$ cat config.mk
export PLATFORM = sky130hd
export DESIGN_NAME = ccp_fill_data_monitor
export DESIGN_NICKNAME = d
export VERILOG_FILES = /design/src/rtl/ccp_fill_data_monitor.sv
export SDC_FILE = /design/constraint.sdc
export NUM_CORES = 1
export LEC_CHECK = 0
export BUFFER_PORTS_ARGS = -buffer_cell sky130_fd_sc_hd__buf_2
export CAP_MARGIN = 20
export CORE_ASPECT_RATIO = 1.4
export CORE_UTILIZATION = 58
export CTS_CLUSTER_SIZE = 30
export DETAILED_ROUTE_END_ITERATION = 16
export GPL_ROUTABILITY_DRIVEN = 0
export GPL_TIMING_DRIVEN = 0
export MAX_ROUTING_LAYER = met4
export PLACE_DENSITY = 0.77
export SYNTH_ARGS = -nofsm -noshare
export SYNTH_HDL_FRONTEND = slang
export SYNTH_SLANG_ARGS = --single-unit
$ cat constraint.sdc
create_clock -name clk -period 7.8 [get_ports clk]
set_input_delay 0.39 -clock clk [delete_from_list [all_inputs] [get_ports clk]]
set_output_delay 0.39 -clock clk [all_outputs]
set_load 0.05 [all_outputs]
$ cat src/rtl/ccp_fill_data_monitor.sv
// ccp_fill_data_monitor
//
// Passive protocol monitor and fill-ID scoreboard for the CCP cache fill-data
// channel. It sits in parallel with the controller-to-cache fill-data path and
// never back-pressures it. The monitor:
//   - follows each burst beat by beat, with the burst length sampled at run
//     time from the first beat,
//   - keeps the busy/outstanding fill-ID table,
//   - raises six sticky protocol-error flags,
//   - produces first/last-beat qualifiers for downstream logic.
//
// Optional feature: define CCP_FILL_CWF_EN for critical-word-first bursts.
//   - Defined: the first beat may carry any beat number, len+1 must be a
//     power of two, and the next beat is expected at (prev+1) & len.
//   - Undefined: the first beat must be beat 0 and beats count up by one.
//
// Ports:
//   clk, reset         clock, synchronous active-high reset
//   fill_data_valid    beat valid
//   fill_data_ready    cache accepts beat
//   fill_data_id       fill ID
//   fill_data_addr     line address
//   fill_data_way      target way
//   fill_data_beat     beat number
//   fill_data_len      beats-1, used from the first beat only
//   fill_done          cache retires a fill
//   fill_done_id       retired ID
//   first_beat         valid beat with no burst in progress (combinational)
//   last_beat          valid beat whose index equals burst length (combinational)
//   busy_vec           registered busy-ID table
//   outstanding_cnt    registered popcount of busy_vec
//   err_vec            sticky error flags:
//                        0 VALID_DROP, 1 STALL_PARAM, 2 BURST_PARAM,
//                        3 BEAT_SEQ, 4 ID_REUSE, 5 DONE_UNBUSY
//   err_any            sticky OR of err_vec
//   err_id             ID associated with the first error seen
module ccp_fill_data_monitor #(
  parameter int TABLE_ENTRIES = 64,
  parameter int ID_W          = $clog2(TABLE_ENTRIES),
  parameter int ADDRESS_W     = 32,
  parameter int N_WAYS        = 8,
  parameter int WAY_W         = $clog2(N_WAYS),
  parameter int BEAT_W        = 3
) (
  input  logic                     clk,
  input  logic                     reset,
  input  logic                     fill_data_valid,
  input  logic                     fill_data_ready,
  input  logic [ID_W-1:0]          fill_data_id,
  input  logic [ADDRESS_W-1:0]     fill_data_addr,
  input  logic [WAY_W-1:0]         fill_data_way,
  input  logic [BEAT_W-1:0]        fill_data_beat,
  input  logic [BEAT_W-1:0]        fill_data_len,
  input  logic                     fill_done,
  input  logic [ID_W-1:0]          fill_done_id,
  output logic                     first_beat,
  output logic                     last_beat,
  output logic [TABLE_ENTRIES-1:0] busy_vec,
  output logic [ID_W:0]            outstanding_cnt,
  output logic [5:0]               err_vec,
  output logic                     err_any,
  output logic [ID_W-1:0]          err_id
);

  localparam logic [BEAT_W-1:0]        BEAT_ZERO = {BEAT_W{1'b0}};
  localparam logic [BEAT_W-1:0]        BEAT_ONE  = {{(BEAT_W-1){1'b0}}, 1'b1};
  localparam logic [TABLE_ENTRIES-1:0] TAB_ZERO  = {TABLE_ENTRIES{1'b0}};
  localparam logic [TABLE_ENTRIES-1:0] TAB_ONE   = {{(TABLE_ENTRIES-1){1'b0}}, 1'b1};

  typedef enum logic [0:0] {
    IDLE  = 1'b0,
    BURST = 1'b1
  } state_t;

  // Number of set bits in a busy table.
  function automatic logic [ID_W:0] popcount(input logic [TABLE_ENTRIES-1:0] vec);
    logic [ID_W:0] cnt;
    cnt = {(ID_W+1){1'b0}};
    for (int i = 0; i < TABLE_ENTRIES; i++) begin
      cnt = cnt + {{ID_W{1'b0}}, vec[i]};
    end
    return cnt;
  endfunction

  // Burst state captured from the first beat.
  state_t                 state_r;
  logic [ID_W-1:0]        id_r;
  logic [ADDRESS_W-1:0]   addr_r;
  logic [WAY_W-1:0]       way_r;
  logic [BEAT_W-1:0]      len_r;
  logic [BEAT_W-1:0]      beat_r;   // beat number of the last accepted beat
  logic [BEAT_W-1:0]      cnt_r;    // index of the beat currently on the bus

  // Copy of last cycle's beat, used to detect illegal changes during a stall.
  logic                   hold_r;
  logic [ID_W-1:0]        hold_id_r;
  logic [ADDRESS_W-1:0]   hold_addr_r;
  logic [WAY_W-1:0]       hold_way_r;
  logic [BEAT_W-1:0]      hold_beat_r;
  logic [BEAT_W-1:0]      hold_len_r;

  logic                     in_burst_s;
  logic                     accept_s;
  logic                     first_acc_s;
  logic [BEAT_W-1:0]        len_inc_s;
  logic [BEAT_W-1:0]        exp_beat_s;
  logic                     first_bad_s;
  logic [TABLE_ENTRIES-1:0] done_mask_s;
  logic [TABLE_ENTRIES-1:0] set_mask_s;
  logic [TABLE_ENTRIES-1:0] busy_next_s;
  logic [5:0]               err_new_s;
  logic [ID_W-1:0]          err_id_next_s;

  // Beat qualifiers, next busy table and this cycle's protocol violations.
  always_comb begin
    in_burst_s  = (state_r == BURST);
    accept_s    = fill_data_valid & fill_data_ready;
    first_acc_s = accept_s & ~in_burst_s;
    len_inc_s   = fill_data_len + BEAT_ONE;
`ifdef CCP_FILL_CWF_EN
    // Wrap within the burst; a burst of len+1 beats must be a power of two.
    exp_beat_s  = (beat_r + BEAT_ONE) & len_r;
    first_bad_s = ((fill_data_len & len_inc_s) != BEAT_ZERO);
`else
    exp_beat_s  = beat_r + BEAT_ONE;
    first_bad_s = (fill_data_beat != BEAT_ZERO);
`endif

    first_beat = fill_data_valid & ~in_burst_s;
    if (in_burst_s) begin
      last_beat = fill_data_valid & (cnt_r == len_r);
    end else begin
      last_beat = fill_data_valid & (fill_data_len == BEAT_ZERO);
    end

    // Set wins over a same-cycle clear of the same ID.
    done_mask_s = fill_done ? (TAB_ONE << fill_done_id) : TAB_ZERO;
    set_mask_s  = first_acc_s ? (TAB_ONE << fill_data_id) : TAB_ZERO;
    busy_next_s = (busy_vec & ~done_mask_s) | set_mask_s;

    err_new_s    = 6'b000000;
    err_new_s[0] = hold_r & ~fill_data_valid;
    err_new_s[1] = hold_r & fill_data_valid &
                   ((fill_data_id   != hold_id_r)   |
                    (fill_data_addr != hold_addr_r) |
                    (fill_data_way  != hold_way_r)  |
                    (fill_data_beat != hold_beat_r) |
                    (fill_data_len  != hold_len_r));
    err_new_s[2] = in_burst_s & fill_data_valid &
                   ((fill_data_id   != id_r)   |
                    (fill_data_addr != addr_r) |
                    (fill_data_way  != way_r));
    if (in_burst_s) begin
      err_new_s[3] = fill_data_valid & (fill_data_beat != exp_beat_s);
    end else begin
      err_new_s[3] = fill_data_valid & first_bad_s;
    end
    // Busy status is the registered table: a same-cycle set does not count.
    err_new_s[4] = first_acc_s & busy_vec[fill_data_id] &
                   ~(fill_done & (fill_done_id == fill_data_id));
    err_new_s[5] = fill_done & ~busy_vec[fill_done_id];

    // Lowest flagged bit picks the ID source; only DONE_UNBUSY uses fill_done_id.
    if (err_new_s[4:0] != 5'b00000) begin
      err_id_next_s = fill_data_id;
    end else begin
      err_id_next_s = fill_done_id;
    end
  end

  // Burst FSM: capture on the first accepted beat, count beats until the last.
  always_ff @(posedge clk) begin
    if (reset) begin
      state_r <= IDLE;
      id_r    <= {ID_W{1'b0}};
      addr_r  <= {ADDRESS_W{1'b0}};
      way_r   <= {WAY_W{1'b0}};
      len_r   <= BEAT_ZERO;
      beat_r  <= BEAT_ZERO;
      cnt_r   <= BEAT_ZERO;
    end else if (accept_s) begin
      case (state_r)
        IDLE: begin
          id_r   <= fill_data_id;
          addr_r <= fill_data_addr;
          way_r  <= fill_data_way;
          len_r  <= fill_data_len;
          beat_r <= fill_data_beat;
          // First beat is index 0, so the next beat on the bus is index 1.
          cnt_r  <= BEAT_ONE;
          if (fill_data_len != BEAT_ZERO) begin
            state_r <= BURST;
          end else begin
            state_r <= IDLE;
          end
        end
        BURST: begin
          beat_r <= fill_data_beat;
          cnt_r  <= cnt_r + BEAT_ONE;
          if (cnt_r == len_r) begin
            state_r <= IDLE;
          end else begin
            state_r <= BURST;
          end
        end
        default: begin
          state_r <= IDLE;
        end
      endcase
    end
  end

  // Remember a stalled beat so the next cycle can check that it held steady.
  always_ff @(posedge clk) begin
    if (reset) begin
      hold_r      <= 1'b0;
      hold_id_r   <= {ID_W{1'b0}};
      hold_addr_r <= {ADDRESS_W{1'b0}};
      hold_way_r  <= {WAY_W{1'b0}};
      hold_beat_r <= BEAT_ZERO;
      hold_len_r  <= BEAT_ZERO;
    end else begin
      hold_r      <= fill_data_valid & ~fill_data_ready;
      hold_id_r   <= fill_data_id;
      hold_addr_r <= fill_data_addr;
      hold_way_r  <= fill_data_way;
      hold_beat_r <= fill_data_beat;
      hold_len_r  <= fill_data_len;
    end
  end

  // Busy-ID table and its population count.
  always_ff @(posedge clk) begin
    if (reset) begin
      busy_vec        <= TAB_ZERO;
      outstanding_cnt <= {(ID_W+1){1'b0}};
    end else begin
      busy_vec        <= busy_next_s;
      outstanding_cnt <= popcount(busy_next_s);
    end
  end

  // Sticky error flags; the ID is latched only for the very first error.
  always_ff @(posedge clk) begin
    if (reset) begin
      err_vec <= 6'b000000;
      err_any <= 1'b0;
      err_id  <= {ID_W{1'b0}};
    end else begin
      err_vec <= err_vec | err_new_s;
      err_any <= err_any | (|err_new_s);
      if (!err_any && (|err_new_s)) begin
        err_id <= err_id_next_s;
      end else begin
        err_id <= err_id;
      end
    end
  end

endmodule

==> results of run 1 <==
==> metrics by stage <==
step / TNS, ns / hold WS [ns] / utilization / power, mW
after detailed placement: -1.31 / 0.445 / 0.654 / 1.39
after global routing: 0 / 0.152 / 0.692 / 2.34
after floorplan: 0 / 0.440 / - / 1.27
final: 0 / 0.155 / 0.692 / 2.27
after global placement: -0.919 / 0.433 / 0.654 / 1.38
after CTS: 0 / 0.145 / 0.689 / 2.27
==> report_power, final <==
| group | total, mW | internal (mW) | switching, mW |
|---|---|---|---|
| Clock | 0.896 | 0.507 | 0.389 |
| Combinational | 0.367 | 0.139 | 0.228 |
| Sequential | 1.01 | 0.981 | 0.0297 |
| Total | 2.27 | 1.63 | 0.647 |
==> what timing repair did <==
action	in CTS	in global routing
resized for setup	2	16
hold buffers	0	0
setup endpoints to repair	3	3
cloned	0	0
==> cell usage after synthesis, types with 16 or more instances <==
master    number
xnor2_1      100
mux4_2        21
inv_1         57
nand3_1       20
clkbuf_1      37
a21oi_1       26
o21ai_0       51
nor3_1        16
nand2_1       81
dfxtp_1      183
a22oi_1       20
nor2_1        60
nand4_1       25
fa_1          54
o22a_1        43
nor2b_1       93
ha_1          17
==> worst max-delay path, cell delays in order <==
cell	delay, ns
buf_4	0.22
buf_2	0.30
nor2b_1	0.38
nand3_1	0.38
o21ai_0	0.27
o21ai_0	0.18
fa_1	0.52
fa_1	0.58
fa_1	0.51
inv_1	0.06
fa_1	0.53
fa_1	0.51
inv_1	0.06
fa_1	0.49
fa_1	0.49
inv_1	0.05
fa_1	0.47
inv_1	0.04
ha_1	0.21
fa_1	0.47
a21o_1	0.17
a21oi_1	0.16
nor2b_1	0.07
o21ai_0	0.14
a21oi_1	0.08
==> area by class of cell <==
type | count | share of cell area
repair buffers | 135 | 0.0559
inverters | 57 | 0.0177
clock inverters | 13 | 0.0145
plain buffers | 59 | 0.0265
clock buffers | 18 | 0.0355
well taps | 236 | 0.0244
flip-flops and latches | 183 | 0.303
multi-input cells | 758 | 0.522
==> sequential cells by signal, indices dropped and copies added (netlist names), 6 cells and up <==
signal           flops
addr_r              32
busy_vec            64
err_vec              6
err_id               6
hold_id_r            6
id_r                 6
outstanding_cnt      7
hold_addr_r         32
==> metal layers <==
metal | vias to the layer above | track usage
li1 | 3966 | -
met1 | 4306 | 0.401
met2 | 656 | 0.641
met3 | 192 | 0.0943
met4 | 0 | 0.276
met5 | - | -
==> kinds of logic (layout without fill, tap and decap cells) <==
family / Yosys count / in the layout / share of synthesized area
AOI/OAI and AO/OA: 198 / 198 / 0.137
adders and majority gates: 71 / 71 / 0.124
buffers and inverters: 116 / 282 / 0.0504
and+or+nand+nor: 337 / 337 / 0.166
DFF: 183 / 183 / 0.350
muxes: 48 / 48 / 0.0854
xor gates and xnor gates: 104 / 104 / 0.0878
==> worst max-delay path by stage <==
stage | endpoint | startpoint | cells past startpoint | slack [ns]
floorplan | outstanding_cnt[6]$_SDFF_PP0_ | fill_data_valid | 24 | 0.33
global placement | outstanding_cnt[6]$_SDFF_PP0_ | fill_data_id[3] | 25 | -0.39
detailed placement | outstanding_cnt[6]$_SDFF_PP0_ | fill_data_id[3] | 25 | -0.49
CTS | outstanding_cnt[6]$_SDFF_PP0_ | in_burst_s$_SDFFE_PP0N_ | 26 | 0.01
global route | outstanding_cnt[6]$_SDFF_PP0_ | in_burst_s$_SDFFE_PP0N_ | 25 | 0.01
finish | outstanding_cnt[6]$_SDFF_PP0_ | fill_done_id[0] | 25 | 0.33
==> summary.md, run 1 <==
| Metric | Value |
|---|---|
| Final Worst Setup Slack | `0.327 ns` |
| Initial antenna violation count | `0` |
| CP Max Fanout | `10` |
| Wire per inst | `23.3 µm` |
| Vias/cell | `6.25` |
| Final WL | `33,900 µm` |
| Clock transition at the registers of the reported paths | `0.07 ns` |
| Crit path capture type | `flip-flop` |
| First-pass GRT wire length | `50,600 µm` |
| Via count | `9,120` |
| Multi-input gate area | `0.00631 mm²` |
| Hold Vio Cnt, Final | `0` |
| Pin count of the biggest net entering global routing | `17` |
| Root Buffer Master | `clkbuf_16` |
| Commonest cells after routing, fill and taps aside | `dfxtp_1, buf_2, xnor2_1` |
| Sequential element share of the synthesized area | `0.350` |
| Vias in the first global route | `8,855` |
| Slew Limit Fails | `0` |
| # nets final | `1,340` |
| Startpoint Class | `input pin` |
| Residual DRC | `0` |
| Share of cells above drive strength 1 | `0.198` |
| Total core area | `0.0175 mm²` |
| Period utilization | `0.958` |
| Port buffer count | `135` |
| Mean post-synth cell area | `9.89 µm²` |
| Top post-synthesis cells by area | `dfxtp_1, fa_1, xnor2_1, nor2b_1, mux4_2` |
| Num Clock Sinks | `183` |
| Required @ worst endpoint | `8.08 ns` |
| Most common cell after layout, fill and taps aside | `dfxtp_1` |
| RR Endpoint | `outstanding_cnt[6]$_SDFF_PP0_` |
| Maximum clock frequency | `134 MHz` |
| Non-filler cells, final | `1,459` |
| RSZ-0062 raised after global routing | `false` |
| Die width | `115 µm` |
| Dominant cell type by area after synthesis | `dfxtp_1` |
| Least-Margin Pin Slew | `1.02 ns` |
| Worst hold stages | `2` |
| Status | `finished clean` |
| CTS Buffer Depth | `2` |
| Total global routing overflow | `0` |
| Area grow syn2layout | `15.5%` |
| All-Layer GR Usage | `0.389` |
| HP Start | `fill_data_ready` |
| Crit Path Class | `in2reg` |
| Antenna diodes | `0` |
| VDD IR max | `0.126 mV` |
| Worst-Skew Late Latency | `0.44 ns` |
| M1 WL | `11,200 µm` |
| Yosys warns | `0` |
| Setup-failing EPs final | `0` |
| Syn Std Cell Area | `0.0105 mm²` |
| Row count | `57` |
| Initial Util | `0.598` |
| Max layer used | `met4` |
| Die area | `0.0186 mm²` |
| CTS tree | `done` |
| Final antenna-violating net count | `0` |
| # Post-CTS Setup Buffers | `0` |
| Number of H-tree levels | `4` |
| Critical Path AT | `7.76 ns` |
| Starting DRT DRC Count | `1,329` |
| Slew HR | `0.313` |
| FFs w/ async S/R, synth | `0` |
| WL met2 | `16,800 µm` |
| Length in cells of the worst reg-to-reg path | `25` |
| Hold Path Sink | `hold_r$_SDFF_PP0_` |
| Post-synth top area share | `0.350` |
| Synth Instances | `1,057` |
| Fillers | `1,385` |
| Post-Syn Nets | `1,186` |
| Slack of the worst reg-to-reg path | `0.35 ns` |
| Worst Skew | `0.0130 ns` |
| FF/Latch Area | `0.00366 mm²` |
| Placement Cell Area | `0.0114 mm²` |
| Count of state elements after synthesis | `183` |
| Max-Cap Viols | `0` |
| Hold WC Path Type | `in2reg` |
| Post-synth top flop | `dfxtp_1` |
| Number of synthesized flops with an enable pin | `0` |
| Inst Count DP | `1,428` |
| Leakage | `5.24 nW` |
| Post-DP HPWL | `25,900 µm` |
| Num CTS Buffers | `17` |
| Vert. Die Dim | `161 µm` |
| I/O Pins | `144` |
| Post-Layout Inst Area | `0.0121 mm²` |
| Pre-Repair DR Iteration Count | `6` |
| WL met3 | `3110 µm` |
| Post-Place Setup Slack | `-0.486 ns` |
| FF-to-FF Start | `in_burst_s$_SDFFE_PP0N_` |
| Yosys cell types | `54` |
| Final min period | `7.47 ns` |
| Power per cell area | `188 mW/mm²` |
Power figures use the tool's default switching activity.
==> run 2: changes to the inputs <==
--- a/config.mk
+++ b/config.mk
@@ -7,7 +7,6 @@
 export LEC_CHECK = 0
 export BUFFER_PORTS_ARGS = -buffer_cell sky130_fd_sc_hd__buf_2
 export CAP_MARGIN = 20
-export CORE_ASPECT_RATIO = 1.4
 export CORE_UTILIZATION = 58
 export CTS_CLUSTER_SIZE = 30
 export DETAILED_ROUTE_END_ITERATION = 16
==> summary.md, run 2 (same netlist as run 1, synthesis figures left out) <==
| Metric | Value |
|---|---|
| Status | `finished clean` |
| Multi-input gate area | `0.00629 mm²` |
| Maximum clock frequency | `133 MHz` |
| Startpoint Class | `input pin` |
| Residual DRC | `0` |
| Root Buffer Master | `clkbuf_16` |
| Non-filler cells, final | `1,450` |
| Clock transition at the registers of the reported paths | `0.08 ns` |
| FF/Latch Area | `0.00366 mm²` |
| Leakage | `5.26 nW` |
| Starting DRT DRC Count | `1,117` |
| Inst Count DP | `1,418` |
| Number of H-tree levels | `4` |
| Post-Place Setup Slack | `-0.501 ns` |
| Worst-Skew Late Latency | `0.44 ns` |
| Final WL | `32,600 µm` |
| WHS | `0.160 ns` |
| Regs by FF count | `busy_vec x64, addr_r x32, hold_addr_r x32` |
| Die width | `136 µm` |
| Crit path capture type | `flip-flop` |
| Hold Path Sink | `hold_r$_SDFF_PP0_` |
| Initial Util | `0.598` |
| Pre-Repair DR Iteration Count | `9` |
| Total global routing overflow | `0` |
| Slack of the worst reg-to-reg path | `0.31 ns` |
| Num CTS Buffers | `17` |
| Area grow syn2layout | `15.4%` |
| Least-Margin Pin Slew | `0.894 ns` |
| Worst Skew | `0.0140 ns` |
| Row count | `48` |
| Most common cell after layout, fill and taps aside | `dfxtp_1` |
| Length in cells of the worst reg-to-reg path | `26` |
| Pwr Total | `2.29 mW` |
| First-pass GRT wire length | `48,800 µm` |
| Via count | `9,142` |
| Initial antenna violation count | `1` |
| Fillers | `1,343` |
| CTS tree | `done` |
| All-Layer GR Usage | `0.369` |
| Max reg flops | `64` |
| Pin count of the biggest net entering global routing | `18` |
| Worst hold stages | `2` |
| Critical Path AT | `7.84 ns` |
| Final antenna-violating net count | `0` |
| Commonest cells after routing, fill and taps aside | `dfxtp_1, buf_2, xnor2_1` |
| Wire per inst | `22.5 µm` |
| Port buffer count | `135` |
| CTS Buffer Depth | `2` |
| Post-DP HPWL | `25,000 µm` |
| Setup-failing EPs final | `0` |
| # nets final | `1,341` |
| Slew HR | `0.404` |
| Hold Vio Cnt, Final | `0` |
| FF-to-FF Start | `in_burst_s$_SDFFE_PP0N_` |
| Share of cells above drive strength 1 | `0.201` |
| CP Max Fanout | `10` |
| Vert. Die Dim | `136 µm` |
| Vias/cell | `6.30` |
| Total core area | `0.0175 mm²` |
| Vias in the first global route | `8,490` |
| Num Clock Sinks | `183` |
| Crit Path Class | `in2reg` |
| Power per cell area | `189 mW/mm²` |
| Die area | `0.0186 mm²` |
| Final min period | `7.54 ns` |
| HP Start | `fill_data_ready` |
| Required @ worst endpoint | `8.09 ns` |
| Slew Limit Fails | `0` |
| Period utilization | `0.967` |
| VDD IR max | `0.161 mV` |
| Largest Register | `busy_vec` |
| Final Worst Setup Slack | `0.257 ns` |
| Hold WC Path Type | `in2reg` |
| Max-Cap Viols | `0` |
| RR Endpoint | `outstanding_cnt[6]$_SDFF_PP0_` |
| I/O Pins | `144` |
run 2: critical path: stages:
cell and delay [ns]:
buf_6 0.13, buf_2 0.30, buf_2 0.31, and2_1 0.16, clkbuf_1 0.48, a22oi_1 0.26
fa_1 0.55, inv_1 0.06, fa_1 0.55, inv_1 0.06, fa_1 0.55, inv_1 0.07
fa_1 0.48, fa_1 0.58, fa_1 0.45, fa_1 0.49, inv_1 0.04, fa_1 0.47
inv_1 0.04, ha_1 0.24, fa_1 0.48, a21o_1 0.18, a21oi_1 0.19, nor2b_1 0.08
o21ai_0 0.16, a21oi_1 0.09
run 2: worst max path at each step:
stage	endpoint	depth (start not counted)	from
4_1_cts	outstanding_cnt[6]$_SDFF_PP0_	26	in_burst_s$_SDFFE_PP0N_
5_1_grt	outstanding_cnt[6]$_SDFF_PP0_	26	in_burst_s$_SDFFE_PP0N_
6_report	outstanding_cnt[6]$_SDFF_PP0_	26	fill_data_id[2]
3_3_place_gp	outstanding_cnt[6]$_SDFF_PP0_	25	fill_data_id[3]
2_1_floorplan	outstanding_cnt[6]$_SDFF_PP0_	24	fill_data_valid
3_5_place_dp	outstanding_cnt[6]$_SDFF_PP0_	27	fill_data_valid
run 2: cell type report:
class                   count  area share
well taps                 225      0.0233
clock inverters            12      0.0128
repair buffers            136      0.0566
clock buffers              19      0.0375
plain buffers              59      0.0269
diodes                      1    0.000207
inverters                  57      0.0177
multi-input cells         758       0.521
flip-flops and latches    183       0.304
run 2: where the power goes:
group	internal, mW	switching [mW]
clock	0.501	0.411
sequential	0.981	0.0295
combinational	0.139	0.225
run 2: metal layers:
| layer | wire length [µm] | track usage |
|---|---|---|
| met2 | 13700 | 0.520 |
| met4 | 1490 | 0.141 |
| met5 | 0 | - |
| met3 | 4160 | 0.106 |
| met1 | 13200 | 0.500 |
run 2: metrics by stage:
stage	setup TNS [ns]	utilization	cell area, µm²
after floorplan	0	-	10500
after global placement	-1.16	0.653	11400
after detailed placement	-1.24	0.654	11400
after CTS	0	0.689	12000
after global routing	-0.00505	0.691	12100
final	0	0.691	12100
run 2: what timing repair did:
| action | 4_1_cts | 5_1_grt |
|---|---|---|
| setup endpoints to repair | 3 | 3 |
| endpoints found under the hold margin | 0 | 0 |
| gates resized for setup | 2 | 21 |
| cloned | 0 | 0 |
| setup buffers | 0 | 0 |
| hold buffers | 0 | 0 |
| pin swaps | 0 | 0 |
